File: src/rtl/hazard_detect_pkg.sv
// Shared ISA constants and decode bundles for hazard
// detection; also imported by the control unit.
package hazard_detect_pkg;

    localparam logic [5:0] OP_RTYPE = 6'b000000;
    localparam logic [5:0] OP_LW    = 6'b100011;
    localparam logic [5:0] OP_SW    = 6'b101011;
    localparam logic [5:0] OP_BEQ   = 6'b000100;
    localparam logic [5:0] OP_ORI   = 6'b001101;
    localparam logic [5:0] OP_LUI   = 6'b001111;
    localparam logic [5:0] OP_J     = 6'b000010;

    localparam logic [5:0] FN_ADD   = 6'b100001;
    localparam logic [5:0] FN_SUB   = 6'b100011;

    typedef struct packed {
        logic       uses_rs;
        logic       uses_rt;
        logic       valid_wr;
        logic [4:0] dst;
        logic       is_load;
        logic       is_beq;
    } iclass_t;

    typedef struct packed {
        logic       valid_wr;
        logic [4:0] dst;
        logic       is_load;
    } shadow_t;

    localparam shadow_t SHADOW_EMPTY = '0;

    // A used, non-zero source that the shadow entry writes.
    function automatic logic src_hit(
        input logic       used,
        input logic [4:0] src,
        input shadow_t    s
    );
        return used && (src != 5'd0) &&
               s.valid_wr && (s.dst == src);
    endfunction

endpackage

File: src/rtl/hazard_detect_if.sv
// ID-stage hazard handshake: instruction/flush in,
// write enables and bubble count out.
interface hazard_detect_if #(
    parameter int CNT_W = 16
);
    logic [31:0]      id_instr;
    logic             flush;
    logic             PC_Write;
    logic             IFID_Write;
    logic             Control_Write;
    logic [CNT_W-1:0] stall_cycles;

    modport master (
        output id_instr,
        output flush,
        input  PC_Write,
        input  IFID_Write,
        input  Control_Write,
        input  stall_cycles
    );

    modport slave (
        input  id_instr,
        input  flush,
        output PC_Write,
        output IFID_Write,
        output Control_Write,
        output stall_cycles
    );
endinterface

File: src/rtl/hazard_detect_instr_class.sv
// Classifies a raw instruction into source use and
// writer info; unknown encodings become no-ops.
module instr_class
    import hazard_detect_pkg::*;
(
    input  logic [31:0] instr_i,
    output iclass_t     cls_o
);
    logic [5:0] op;
    logic [5:0] func;
    logic [4:0] rt;
    logic [4:0] rd;
    logic [4:0] dst;
    logic       wr;
    logic       unused_bits;

    assign op          = instr_i[31:26];
    assign rt          = instr_i[20:16];
    assign rd          = instr_i[15:11];
    assign func        = instr_i[5:0];
    assign unused_bits = ^instr_i[10:6];

    // Opcode/func decode into the class bundle.
    always_comb begin
        cls_o = '0;
        dst   = 5'd0;
        wr    = 1'b0;
        case (op)
            OP_RTYPE: begin
                if (func == FN_ADD || func == FN_SUB) begin
                    cls_o.uses_rs = 1'b1;
                    cls_o.uses_rt = 1'b1;
                    wr            = 1'b1;
                    dst           = rd;
                end
            end
            OP_ORI: begin
                cls_o.uses_rs = 1'b1;
                wr            = 1'b1;
                dst           = rt;
            end
            OP_LW: begin
                cls_o.uses_rs = 1'b1;
                cls_o.is_load = 1'b1;
                wr            = 1'b1;
                dst           = rt;
            end
            OP_SW: begin
                cls_o.uses_rs = 1'b1;
                cls_o.uses_rt = 1'b1;
            end
            OP_BEQ: begin
                cls_o.uses_rs = 1'b1;
                cls_o.uses_rt = 1'b1;
                cls_o.is_beq  = 1'b1;
            end
            OP_LUI: begin
                wr  = 1'b1;
                dst = rt;
            end
            default: ;
        endcase
        // Writes to $0 are discarded, so never a producer.
        cls_o.valid_wr = wr && (dst != 5'd0);
        cls_o.dst      = dst;
    end
endmodule

File: src/rtl/hazard_detect.sv
// ID-stage hazard unit: tracks EX/MEM writers and
// inserts load-use and branch-operand bubbles.
module hazard_detect
    import hazard_detect_pkg::*;
#(
    parameter int CNT_W = 16
) (
    input  logic           clk,
    input  logic           reset,
    hazard_detect_if.slave hz
);
    localparam logic [CNT_W-1:0] CNT_ONE =
        {{(CNT_W-1){1'b0}}, 1'b1};

    iclass_t          id_cls;
    shadow_t          ex_q, ex_d;
    shadow_t          mem_q, mem_d;
    logic [CNT_W-1:0] cnt_q, cnt_d;
    logic [4:0]       rs, rt;
    logic             ex_hit, mem_hit;
    logic             load_use, br_haz;
    logic             stall, ctrl_wr;

    instr_class u_cls (
        .instr_i (hz.id_instr),
        .cls_o   (id_cls)
    );

    assign rs = hz.id_instr[25:21];
    assign rt = hz.id_instr[20:16];

    // Source matching against shadows and stall decision.
    always_comb begin
        ex_hit   = src_hit(id_cls.uses_rs, rs, ex_q) |
                   src_hit(id_cls.uses_rt, rt, ex_q);
        mem_hit  = src_hit(id_cls.uses_rs, rs, mem_q) |
                   src_hit(id_cls.uses_rt, rt, mem_q);
        load_use = ex_q.is_load & ex_hit;
        br_haz   = id_cls.is_beq &
                   (ex_hit | (mem_q.is_load & mem_hit));
        stall    = (load_use | br_haz) & ~hz.flush;
        ctrl_wr  = ~(stall | hz.flush);
    end

    assign hz.PC_Write      = ~stall;
    assign hz.IFID_Write    = ~stall;
    assign hz.Control_Write = ctrl_wr;
    assign hz.stall_cycles  = cnt_q;

    // Shadow advance and saturating bubble count.
    always_comb begin
        mem_d = ex_q;
        ex_d  = SHADOW_EMPTY;
        if (ctrl_wr) begin
            ex_d.valid_wr = id_cls.valid_wr;
            ex_d.dst      = id_cls.dst;
            ex_d.is_load  = id_cls.is_load;
        end
        cnt_d = cnt_q;
        if (stall && (cnt_q != '1)) begin
            cnt_d = cnt_q + CNT_ONE;
        end
    end

    // State registers with synchronous reset.
    always_ff @(posedge clk) begin
        if (reset) begin
            ex_q  <= SHADOW_EMPTY;
            mem_q <= SHADOW_EMPTY;
            cnt_q <= '0;
        end else begin
            ex_q  <= ex_d;
            mem_q <= mem_d;
            cnt_q <= cnt_d;
        end
    end
endmodule

File: src/flat_wrapper.sv
// flat-port wrapper written by rule: the top's interface ports become plain ports
module hazard_detect_flat import hazard_detect_pkg::*;
#(
    parameter int CNT_W = 16
)
  (clk, reset, hz_id_instr, hz_flush, hz_PC_Write, hz_IFID_Write, hz_Control_Write, hz_stall_cycles);
  hazard_detect_if #(.CNT_W(CNT_W)) hz_i ();
  input  logic clk;
  input  logic reset;
  input wire logic [$bits(hz_i.id_instr)-1:0] hz_id_instr;
  input wire logic [$bits(hz_i.flush)-1:0] hz_flush;
  output wire logic [$bits(hz_i.PC_Write)-1:0] hz_PC_Write;
  output wire logic [$bits(hz_i.IFID_Write)-1:0] hz_IFID_Write;
  output wire logic [$bits(hz_i.Control_Write)-1:0] hz_Control_Write;
  output wire logic [$bits(hz_i.stall_cycles)-1:0] hz_stall_cycles;
  assign hz_i.id_instr = hz_id_instr;
  assign hz_i.flush = hz_flush;
  assign hz_PC_Write = hz_i.PC_Write;
  assign hz_IFID_Write = hz_i.IFID_Write;
  assign hz_Control_Write = hz_i.Control_Write;
  assign hz_stall_cycles = hz_i.stall_cycles;
  hazard_detect #(.CNT_W(CNT_W)) u_core (.clk(clk), .reset(reset), .hz(hz_i));
endmodule
File: config.mk
export PLATFORM = sky130hd
export DESIGN_NAME = hazard_detect_flat
export DESIGN_NICKNAME = d
export VERILOG_FILES = /design/src/rtl/hazard_detect_pkg.sv /design/src/rtl/hazard_detect_if.sv /design/src/rtl/hazard_detect_instr_class.sv /design/src/rtl/hazard_detect.sv /design/src/flat_wrapper.sv
export SDC_FILE = /design/constraint.sdc
export NUM_CORES = 1
export LEC_CHECK = 0
export ABC_AREA = 1
export CAP_MARGIN = 20
export CORE_MARGIN = 2
export CORE_UTILIZATION = 44
export DETAILED_ROUTE_END_ITERATION = 7
export GPL_TIMING_DRIVEN = 0
export HOLD_SLACK_MARGIN = 0.05
export PLACE_DENSITY_LB_ADDON = 0.2
export SLEW_MARGIN = 30
export SYNTH_ARGS = -nofsm -noshare
export SYNTH_HDL_FRONTEND = slang
export SYNTH_SLANG_ARGS = --single-unit
File: constraint.sdc
create_clock -name clk -period 1.7 [get_ports clk]
set_input_delay 0.34 -clock clk [delete_from_list [all_inputs] [get_ports clk]]
set_output_delay 0.34 -clock clk [all_outputs]
set_load 0.005 [all_outputs]
==> results of run 1 <==
metrics by stage:
step,std cells,hold WS (ps),setup WS [ps]
floorplan,308,428,40.5
global placement,407,438,-989
detailed placement,407,441,-1030
CTS,422,377,-183
global route,425,411,-268
finish,425,382,-155
routing by layer:
| metal | global-route usage [%] | up-vias | part of all wire (%) |
|---|---|---|---|
| met5 | 0 | - | 0 |
| li1 | - | 1080 | - |
| met4 | 9.43 | 0 | 2.6 |
| met2 | 37.7 | 69 | 53 |
| met1 | 21.3 | 961 | 39 |
| met3 | 4.56 | 15 | 5.1 |
where the power goes:
group	internal, µW	switching, µW	leakage, µW
Combinational	78.8	97.7	0.000972
Sequential	705	1.04	0.000246
Clock	326	286	0.0000482
worst max-delay path, cell delays in order, from the launching register on:
cell and delay, ps:
sky130_fd_sc_hd__dfxtp_2 340, sky130_fd_sc_hd__inv_2 60, sky130_fd_sc_hd__nand2_1 50, sky130_fd_sc_hd__nand2_1 50, sky130_fd_sc_hd__nand3_1 80, sky130_fd_sc_hd__nor2_1 110, sky130_fd_sc_hd__nand2_1 70, sky130_fd_sc_hd__nand2_2 60
sky130_fd_sc_hd__nand2_2 60, sky130_fd_sc_hd__nand2_4 90, sky130_fd_sc_hd__nand2_4 50, sky130_fd_sc_hd__buf_6 110, sky130_fd_sc_hd__buf_6 100
cell families after synthesis:
| logic type | count (synthesis) | share of synthesized area [%] |
|---|---|---|
| fa+ha+maj | 1 | 0.632 |
| flops | 30 | 30.4 |
| compound gates | 15 | 5.19 |
| xor+xnor | 11 | 4.87 |
| buf+inv | 62 | 13.2 |
| simple gates | 189 | 45.8 |
final cells by class:
class / instances / area [µm²] / share of cell area, %
Clock inverter: 1 / 5.00 / 0.174
Multi-Input combinational cell: 216 / 1280 / 44.6
Clock buffer: 7 / 86.3 / 3.01
Buffer: 5 / 57.6 / 2.01
Timing Repair Buffer: 57 / 551 / 19.2
Tap cell: 52 / 65.1 / 2.27
Inverter: 57 / 214 / 7.45
Sequential cell: 30 / 612 / 21.3
how the worst max path moves through the flow:
stage | from | end | depth (start not counted)
after global placement | hz_id_instr[28] | hz_PC_Write | 12
after global routing | u_core.ex_q[5] | hz_PC_Write | 12
after detailed placement | hz_id_instr[26] | hz_PC_Write | 11
after floorplan | u_core.hz.stall_cycles[0] | u_core.hz.stall_cycles[10] | 11
after CTS | u_core.ex_q[5] | hz_PC_Write | 12
final | u_core.ex_q[5] | hz_PC_Write | 12
placed cells by master (no fill, tap or decap), types with 3 or more instances in the layout:
cell type,synthesis,final
sky130_fd_sc_hd__nand2_1,78,72
sky130_fd_sc_hd__nand3_1,17,15
sky130_fd_sc_hd__nor2_4,2,7
sky130_fd_sc_hd__nand4_2,9,4
sky130_fd_sc_hd__clkdlybuf4s15_1,0,3
sky130_fd_sc_hd__nor2_1,55,48
sky130_fd_sc_hd__buf_6,0,4
sky130_fd_sc_hd__dfxtp_2,0,9
sky130_fd_sc_hd__xor2_1,6,6
sky130_fd_sc_hd__buf_4,3,6
sky130_fd_sc_hd__clkdlybuf4s15_2,0,4
sky130_fd_sc_hd__dlygate4sd2_1,0,7
sky130_fd_sc_hd__clkbuf_8,0,6
sky130_fd_sc_hd__dfxtp_1,30,21
sky130_fd_sc_hd__nand4_1,9,9
sky130_fd_sc_hd__o21bai_1,7,7
sky130_fd_sc_hd__inv_1,53,50
sky130_fd_sc_hd__nor2_2,6,8
sky130_fd_sc_hd__clkdlybuf4s50_1,0,23
sky130_fd_sc_hd__nand4_4,0,5
sky130_fd_sc_hd__nor3_2,0,3
sky130_fd_sc_hd__xnor2_1,5,5
sky130_fd_sc_hd__nor3_1,6,3
sky130_fd_sc_hd__inv_2,3,6
sky130_fd_sc_hd__buf_2,0,9
sky130_fd_sc_hd__nand2_2,1,6
sky130_fd_sc_hd__a21oi_1,4,3
state kept, by name, indices dropped and copies added (netlist names):
signal,count
u_core.ex_q,7
u_core.hz.stall_cycles,16
u_core.mem_q,7
what timing repair did:
action                     CTS  global route
gates cloned                 1             1
setup endpoints to repair   26            19
buffers inserted             6             2
pin swaps                   23            13
gates resized for setup     99            20
==> PnR_summary.wiki, run 1 <==
{| class="wikitable"
! Metric !! Value
|-
| Last weighted congestion value of the routability-driven placer || 0.809
|-
| Data arrival at the endpoint of the critical path || about 1500 ps
|-
| N_diodes || 0
|-
| Die boundary width || 71.1 µm
|-
| Worst r2r dst || u_core.hz.stall_cycles[8]
|-
| Area grow syn2layout || 45.1%
|-
| Share of flip-flops with an asynchronous set or reset after synthesis || 0%
|-
| Port Buffer Count || 47
|-
| Remaining Overflow, GRT || 0
|-
| Non-Filler Cell Area, Final || between 2000 and 3000 µm²
|-
| Flip-flop and latch count after synthesis || 30
|-
| Clock Sink Count || 30
|-
| Sequential share of the synthesized area || a little over 30%
|-
| Number of global-route vias before repair || 2,013
|-
| Cell with the most instances after synthesis || sky130_fd_sc_hd__nand2_1
|-
| Final hold violations || 0
|-
| Source of the worst hold timing path || hz_id_instr[30]
|-
| Post-synthesis average cell area || 6.42 µm²
|-
| Clock latency of the later-clocked register in the worst-skew pair || 290 ps
|-
| Outcome || finished, violations left
|-
| Vias after detailed routing || around 2,100
|-
| Detailed-routing iteration count for the pre-antenna-repair pass || 6
|-
| Critical Path Sink Type || primary output
|-
| Number of pins with negative max-slew slack in the final report || 0
|-
| Overall routed net length || 5.07 mm
|-
| Vertical extent of the die || 71.1 µm
|-
| R2r worst-path depth || 11
|-
| Pwr/cell area || 521 nW/µm²
|-
| Hold Path Depth || 4
|-
| Number of library cell types mapped by synthesis || 28
|-
| GRT Total Usage || 20.2%
|-
| Core Util, Final || 65.9%
|-
| Detailed-placement wirelength estimate || 3.52 mm
|-
| Register-to-register path setup slack || -50 ps
|-
| Final worst path period share || 109%
|-
| Top_reg_cell synth || sky130_fd_sc_hd__dfxtp_1
|-
| Clock-pin slew reported for the worst setup and hold paths after clock tree synthesis || 70 ps
|-
| Final setup TNS || -483 ps
|-
| Violation count after the first detailed-route iteration || 114
|-
| Class of the most critical hold timing path || input port to register
|-
| Area of the mapped netlist || 1980 µm²
|-
| Num rows || 24
|-
| Vias per Instance || about 5.0
|-
| Count of filler cells inserted in the layout || 379
|-
| CTS H-Tree Depth || 2
|-
| Mapped Cells || roughly 310
|-
| Pwr Total || 1490 µW
|-
| CTS tree || yes
|-
| Count of endpoints failing setup in the final report || 9
|-
| Violated checks || negative setup slack
|-
| Maximum number of pins on one net before global-route repair || 11
|-
| Post-route ant nets || 0
|-
| CTS max path bufs || 2
|-
| Initial antenna violation count || 0
|-
| Fraction of post-synthesis cell area in the top cell type by area || 30.4%
|-
| Total number of nets in the final design || about 400
|-
| Number of buffers inserted by hold repair at cts || 0
|-
| Worst clock skew || 5.11 ps
|-
| Root buffer cell || sky130_fd_sc_hd__clkbuf_8
|-
| Number of warnings issued by yosys || 0
|-
| Die Outline Area || 5050 µm²
|-
| Num CTS Buffers || 5
|-
| Cell types with the highest counts after synthesis || sky130_fd_sc_hd__nand2_1 (78), sky130_fd_sc_hd__nor2_1 (55), sky130_fd_sc_hd__inv_1 (53)
|-
| Leakage Power || between 0.001 and 0.0015 µW
|-
| Cell type contributing the most total cell area after synthesis || sky130_fd_sc_hd__dfxtp_1
|-
| Largest fanout on the critical path || 3
|-
| Effective utilization at floorplan || about 45%
|-
| WHS Endpoint || u_core.ex_q[0]
|-
| Critical path class || register to primary output
|-
| Max Fclk || 0.539 GHz
|-
| Post-DP Area || 2510 µm²
|-
| Setup repair after global routing missed its margin || true
|-
| Largest vdd supply drop || between 0.0003 and 0.0004 V
|-
| Worst endpoint required time || around 1400 ps
|-
| Number of flops mapped to enable cells by yosys || 0
|-
| Post-synth net total || ~340
|-
| Worst slew margin relative to its limit || between 60 and 70%
|-
| Minimum clock period after layout || roughly 1900 ps
|-
| Routed length per placed instance || 11.9 µm
|-
| Core area || 4350 µm²
|-
| Remaining design rule violation count || 0
|-
| Top post-synthesis cells by area || sky130_fd_sc_hd__dfxtp_1 (30%), sky130_fd_sc_hd__nand2_1 (15%), sky130_fd_sc_hd__nor2_1 (10%), sky130_fd_sc_hd__inv_1 (10%), sky130_fd_sc_hd__nand4_2 (5.7%)
|-
| Max-capacitance violation count || 0
|-
| Final worst-path setup slack || -155 ps
|-
| Element type at the critical path start || register
|-
| Top Ports || 54
|-
| Startpoint of the lowest-slack register-to-register path || u_core.hz.stall_cycles[0]
|-
| Wire length of the first global-routing pass || about 8.1 mm
|-
| Proportion of layout cells with a drive suffix above 1 || 24.9%
|-
| Tightest Pin Transition || slightly below 500 ps
|}
Power figures use the tool's default switching activity.
==> inputs of run 2 (changes only) <==
--- a/config.mk
+++ b/config.mk
@@ -8,7 +8,7 @@
 export ABC_AREA = 1
 export CAP_MARGIN = 20
 export CORE_MARGIN = 2
-export CORE_UTILIZATION = 44
+export CORE_UTILIZATION = 48
 export DETAILED_ROUTE_END_ITERATION = 7
 export GPL_TIMING_DRIVEN = 0
 export HOLD_SLACK_MARGIN = 0.05
@@ -17,3 +17,4 @@
 export SYNTH_ARGS = -nofsm -noshare
 export SYNTH_HDL_FRONTEND = slang
 export SYNTH_SLANG_ARGS = --single-unit
+export TNS_END_PERCENT = 5
==> constraint.sdc (replaced) <==
create_clock -name clk -period 1.8 [get_ports clk]
set_input_delay 0.36 -clock clk [delete_from_list [all_inputs] [get_ports clk]]
set_output_delay 0.36 -clock clk [all_outputs]
set_load 0.005 [all_outputs]
==> PnR_summary.wiki, run 2 (synthesized netlist as in run 1, its figures left out) <==
{| class="wikitable"
! Metric !! Value
|-
| Clock latency of the later-clocked register in the worst-skew pair || 280 ps
|-
| Critical Path Sink Type || primary output
|-
| Number of cells in the design after placement || 405
|-
| Hold Path Depth || 2
|-
| CTS tree || yes
|-
| Number of flip-flops under the largest register name || 16
|-
| Number of global-route vias before repair || 1,962
|-
| Total routed wire length on the met1 layer || 1.98 mm
|-
| Met2 layer wire length in the routed design || 2.47 mm
|-
| Total number of nets in the final design || approximately 400
|-
| Vertical extent of the die || just under 70 µm
|-
| Pwr/cell area || 511 nW/µm²
|-
| Post-route ant nets || 0
|-
| Topmost layer with routed signal wires || met4
|-
| Largest vdd supply drop || 0.000360 V
|-
| Final worst-path setup slack || -112 ps
|-
| CTS max path bufs || 2
|-
| GRT Total Usage || a little under a quarter
|-
| Overall routed net length || 4.74 mm
|-
| Setup repair after global routing missed its margin || true
|-
| Remaining Overflow, GRT || 0
|-
| R2r worst-path depth || 14
|-
| Remaining design rule violation count || 0
|-
| Die boundary width || between 60 and 70 µm
|-
| Data arrival at the endpoint of the critical path || around 1600 ps
|-
| Worst slew margin relative to its limit || around two thirds
|-
| Post-route non-filler standard cell count || about 420
|-
| CTS H-Tree Depth || 2
|-
| Die Outline Area || 4650 µm²
|-
| Proportion of layout cells with a drive suffix above 1 || a little under a quarter
|-
| Core area || 3970 µm²
|-
| Pwr Total || around 1400 µW
|-
| Largest fanout on the critical path || 3
|-
| Violated checks || negative setup slack
|-
| Last weighted congestion value of the routability-driven placer || 0.812
|-
| Max-capacitance violation count || 0
|-
| Element type at the critical path start || register
|-
| Critical path class || register to primary output
|-
| Detailed-routing iteration count for the pre-antenna-repair pass || 4
|-
| Final hold violations || 0
|-
| Num rows || 23
|-
| Most common cell after layout, fill and taps aside || sky130_fd_sc_hd__nand2_1
|-
| Num CTS Buffers || 5
|-
| Leakage Power || 0.00122 µW
|-
| N_diodes || 0
|-
| Number of pins with negative max-slew slack in the final report || 0
|-
| Worst clock skew || 6.35 ps
|-
| Maximum number of pins on one net before global-route repair || 11
|-
| Commonest cells after routing, fill and taps aside || sky130_fd_sc_hd__nand2_1 (76), sky130_fd_sc_hd__nor2_1 (50), sky130_fd_sc_hd__inv_1 (48)
|-
| Area grow syn2layout || 39.2%
|-
| Final worst path period share || 106%
|-
| Tightest Pin Transition || 527 ps
|-
| Wire length of the first global-routing pass || about 8.1 mm
|-
| Vias per Instance || 4.87
|-
| Worst endpoint required time || between 1000 and 1500 ps
|-
| Port Buffer Count || between 40 and 50
|-
| Outcome || finished, violations left
|-
| Violation count after the first detailed-route iteration || 110
|-
| Initial antenna violation count || 0
|-
| Top Ports || between 50 and 60
|-
| Count of endpoints failing setup in the final report || 3
|-
| Vias after detailed routing || 2,052
|-
| Count of filler cells inserted in the layout || ~360
|-
| Routed length per placed instance || 11.3 µm
|-
| Detailed route wirelength on metal3 || 227 µm
|-
| Root buffer cell || sky130_fd_sc_hd__clkbuf_8
|-
| Class of the most critical hold timing path || register to register
|-
| Worst-case setup slack after placement || -958 ps
|-
| Clock Sink Count || 30
|-
| Minimum clock period after layout || between 1500 and 2000 ps
|-
| Max Fclk || between 0.5 and 0.6 GHz
|-
| Number of buffers inserted by hold repair at cts || 0
|-
| Clock-pin slew reported for the worst setup and hold paths after clock tree synthesis || roughly 70 ps
|-
| Effective utilization at floorplan || 49.8%
|-
| Detailed-placement wirelength estimate || 3.56 mm
|}
## run 2: changes by cell type in the layout (fill, tap and decap cells not counted), sizes merged
cell and delta:
buf -2, clkbuf -1, clkdlybuf4s15 +4, dlygate4sd2 -3
## run 2: final timing paths
check,from,end,slack [ps]
min reg2reg,u_core.ex_q[6],u_core.mem_q[6],460
max reg2reg,u_core.ex_q[4],u_core.hz.stall_cycles[8],50
min,u_core.ex_q[6],u_core.mem_q[6],460
max,u_core.ex_q[4],hz_PC_Write,-110
## run 2: critical path, stage by stage, from the launching register on
cell	delay (ps)
sky130_fd_sc_hd__dfxtp_2	350
sky130_fd_sc_hd__xnor2_2	170
sky130_fd_sc_hd__nand3_2	90
sky130_fd_sc_hd__nor2_1	110
sky130_fd_sc_hd__nand2_1	50
sky130_fd_sc_hd__nand2_1	60
sky130_fd_sc_hd__nand2_2	60
sky130_fd_sc_hd__nand2_4	90
sky130_fd_sc_hd__nand2_4	60
sky130_fd_sc_hd__buf_6	120
sky130_fd_sc_hd__buf_6	100
## run 2: final cells by class
class	count	area, µm²	area share [%]
buffer	5	53.8	1.95
clock buffer	7	86.3	3.14
clock inverter	1	5.00	0.182
inverter	57	214	7.77
multi-input combinational	216	1220	44.2
sequential	30	609	22.1
tap	50	62.6	2.27
timing repair buffer	55	504	18.3
## run 2: power breakdown
part	internal [µW]	total (µW)	switching [µW]
sequential	665	667	1.06
clock	308	568	260
combinational	79.0	171	92.3
## run 2: what timing repair did
item                       4_1_cts  5_1_grt
setup buffers                    7        1
gates resized for setup         94       12
pin swaps                       21       10
setup endpoints to repair       26       18
## run 2: per-layer routing
metal | up-vias | track usage [%]
li1 | 1079 | -
met1 | 905 | 24.4
met2 | 62 | 43.4
met3 | 6 | 6.25
met4 | 0 | 9.50
met5 | - | 0
## run 2: per-stage QoR
step           util (%)  TNS [ps]  hold WS (ps)  cell area, µm²
6_report           69.3      -308           455            2750
4_1_cts            68.1      -288           450            2710
3_3_place_gp       63.2    -10570           438            2510
5_1_grt            69.3     -1440           493            2750
3_5_place_dp       63.2    -11570           445            2510
2_1_floorplan         -         0           428            1980
==> inputs of run 3 (changes only) <==
--- a/config.mk
+++ b/config.mk
@@ -6,12 +6,11 @@
 export NUM_CORES = 1
 export LEC_CHECK = 0
 export ABC_AREA = 1
-export CAP_MARGIN = 20
 export CORE_MARGIN = 2
 export CORE_UTILIZATION = 48
 export DETAILED_ROUTE_END_ITERATION = 7
 export GPL_TIMING_DRIVEN = 0
-export HOLD_SLACK_MARGIN = 0.05
+export HOLD_SLACK_MARGIN = 0.15
 export PLACE_DENSITY_LB_ADDON = 0.2
 export SLEW_MARGIN = 30
 export SYNTH_ARGS = -nofsm -noshare
==> constraint.sdc (replaced) <==
create_clock -name clk -period 1.9 [get_ports clk]
set_input_delay 0.38 -clock clk [delete_from_list [all_inputs] [get_ports clk]]
set_output_delay 0.38 -clock clk [all_outputs]
set_load 0.005 [all_outputs]
==> PnR_summary.wiki, run 3 (synthesized netlist as in run 1, its figures left out) <==
{| class="wikitable"
! Metric !! Value
|-
| Effective utilization at floorplan || 49.8%
|-
| Count of filler cells inserted in the layout || 368
|-
| CTS tree || yes
|-
| Minimum clock period after layout || about 1900 ps
|-
| Top Usage Layer GRT || met2
|-
| Detailed-placement wirelength estimate || 3.56 mm
|-
| N_diodes || 0
|-
| Commonest cells after routing, fill and taps aside || sky130_fd_sc_hd__nand2_1 (74), sky130_fd_sc_hd__nor2_1 (49), sky130_fd_sc_hd__inv_1 (48)
|-
| Met3 track demand over resource || 6.25%
|-
| CTS max path bufs || 2
|-
| Part of the power in registers || 47.5%
|-
| Element type at the critical path start || register
|-
| Total area of multi-input combinational cells || 1230 µm²
|-
| Worst-case setup slack after placement || -898 ps
|-
| Initial antenna violation count || 0
|-
| Outcome || finished, violations left
|-
| CTS H-Tree Depth || 2
|-
| Proportion of power drawn by the clock network || 40.3%
|-
| Met2 Track Usage GR || a little over two fifths
|-
| Area grow syn2layout || 38.3%
|-
| Worst endpoint required time || 1520 ps
|-
| Worst clock skew || 6.48 ps
|-
| Violation count after the first detailed-route iteration || around 110
|-
| Total number of nets in the final design || roughly 410
|-
| Core area || ~4000 µm²
|-
| Num CTS Buffers || 5
|-
| Kind of cell adding the most delay to the critical path || simple AND/OR/NAND/NOR gates
|-
| Remaining design rule violation count || 0
|-
| Final worst path period share || 103%
|-
| CP cell instances || xnor2_2 > nand3_2 > nor2_1 > nand2_1 > nand2_2 > nand2_2 > nand2_4 > nand2_4 > buf_6 > buf_6
|-
| Critical path class || register to primary output
|-
| Internal power || 996 µW
|-
| Slowest-stage cell, CP || sky130_fd_sc_hd__dfxtp_2
|-
| Num rows || 23
|-
| Detailed-routing iteration count for the pre-antenna-repair pass || 4
|-
| Critical Path Sink Type || primary output
|-
| Largest vdd supply drop || between 0.0003 and 0.0004 V
|-
| Non-Filler Cell Area, Final || ~2700 µm²
|-
| Top Ports || 54
|-
| Most common cell after layout, fill and taps aside || sky130_fd_sc_hd__nand2_1
|-
| Max Fclk || 0.513 GHz
|-
| Switching portion of total power || around 25%
|-
| Post-DP Area || 2510 µm²
|-
| Logic gate share of total power || between 10 and 15%
|-
| Post-route ant nets || 0
|-
| Port Buffer Count || 47
|-
| Switching power || ~330 µW
|-
| Number of flip-flops under the largest register name || 16
|-
| Worst slew margin relative to its limit || 64.0%
|-
| Violated checks || negative setup slack
|-
| Vertical extent of the die || 68.2 µm
|-
| Vias per Instance || 4.91
|-
| Data arrival at the endpoint of the critical path || 1570 ps
|-
| Class of the most critical hold timing path || input port to register
|-
| Overall routed net length || 4.74 mm
|-
| Die boundary width || 68.2 µm
|-
| Maximum number of pins on one net before global-route repair || 11
|-
| GRT met1 Usage || between 20 and 25%
|-
| Clock latency of the later-clocked register in the worst-skew pair || 280 ps
|-
| Remaining Overflow, GRT || 0
|-
| Pwr/cell area || about 490 nW/µm²
|-
| Count of endpoints failing setup in the final report || 3
|-
| Number of buffers inserted by hold repair at cts || 0
|-
| Vias after detailed routing || 2,068
|-
| Clock-pin slew reported for the worst setup and hold paths after clock tree synthesis || 70 ps
|-
| Sequential cell area || around 600 µm²
|-
| Root buffer cell || sky130_fd_sc_hd__clkbuf_8
|-
| Last weighted congestion value of the routability-driven placer || 0.812
|-
| Proportion of layout cells with a drive suffix above 1 || roughly 24%
|-
| Core Util, Final || 68.9%
|-
| Tightest Pin Transition || 540 ps
|-
| Setup repair after global routing missed its margin || true
|-
| Final worst-path setup slack || -48.9 ps
|-
| Routed length per placed instance || approximately 11 µm
|-
| Number of buffers and inverters on the critical path || 2
|-
| Max-capacitance violation count || 0
|-
| Largest fanout on the critical path || 3
|-
| Final hold violations || 0
|-
| Die Outline Area || 4650 µm²
|-
| Number of pins with negative max-slew slack in the final report || 0
|-
| GRT Total Usage || 23.2%
|-
| Clock Sink Count || 30
|-
| Leakage Power || roughly 0.0012 µW
|-
| Wire length of the first global-routing pass || 8.12 mm
|-
| Number of global-route vias before repair || 1,957
|-
| Worst stage delay on the critical path || 360 ps
|}
-- run 3: what timing repair did --
| item | in CTS | in global routing |
|---|---|---|
| resized for setup | 86 | 25 |
| pin swaps | 24 | 14 |
| setup endpoints to repair | 17 | 18 |
| setup buffers | 7 | 1 |
-- run 3: area by class of cell --
type                       count  area share, %
buffer                         5           1.97
clock buffer                   7           3.16
clock inverter                 1          0.183
inverter                      57           7.82
multi-input combinational    216           44.9
sequential                    30           22.2
tap                           50           2.29
timing repair buffer          55           17.5
-- run 3: layer usage --
layer | vias up | part of all wire [%]
li1 | 1083 | -
met1 | 917 | 42
met2 | 60 | 52
met3 | 8 | 4.7
met4 | 0 | 1.6
met5 | - | 0
-- run 3: path summary, 6_finish.rpt --
kind	from	end	slack (ps)	cells after the start
max	u_core.ex_q[4]	hz_PC_Write	-50	10
max reg2reg	u_core.ex_q[4]	u_core.hz.stall_cycles[8]	110	14
min reg2reg	u_core.ex_q[6]	u_core.mem_q[6]	460	2
min	hz_id_instr[16]	u_core.ex_q[1]	410	3
-- run 3: power groups by stage --
stage                     sequential, µW  combinational (µW)  clock [µW]
after detailed placement             646                 161           0
after global placement               646                 159           0
after floorplan                      645                68.6           0
final                                632                 163         535
after CTS                            631                 158         548
after global routing                 631                 179         578
-- run 3: per-stage QoR --
stage	total power, µW	TNS [ps]	hold WS, ps	std cells
final	1330	-115	408	421
after global routing	1390	-488	429	421
after CTS	1340	-108	456	420
after detailed placement	807	-9550	445	405
after global placement	805	-8550	438	405
after floorplan	714	0	428	308
-- run 3: tightest hold or removal path: stages --
cell                       delay, ps
sky130_fd_sc_hd__clkbuf_2        120
sky130_fd_sc_hd__nand2_1          90
sky130_fd_sc_hd__a21oi_1          60
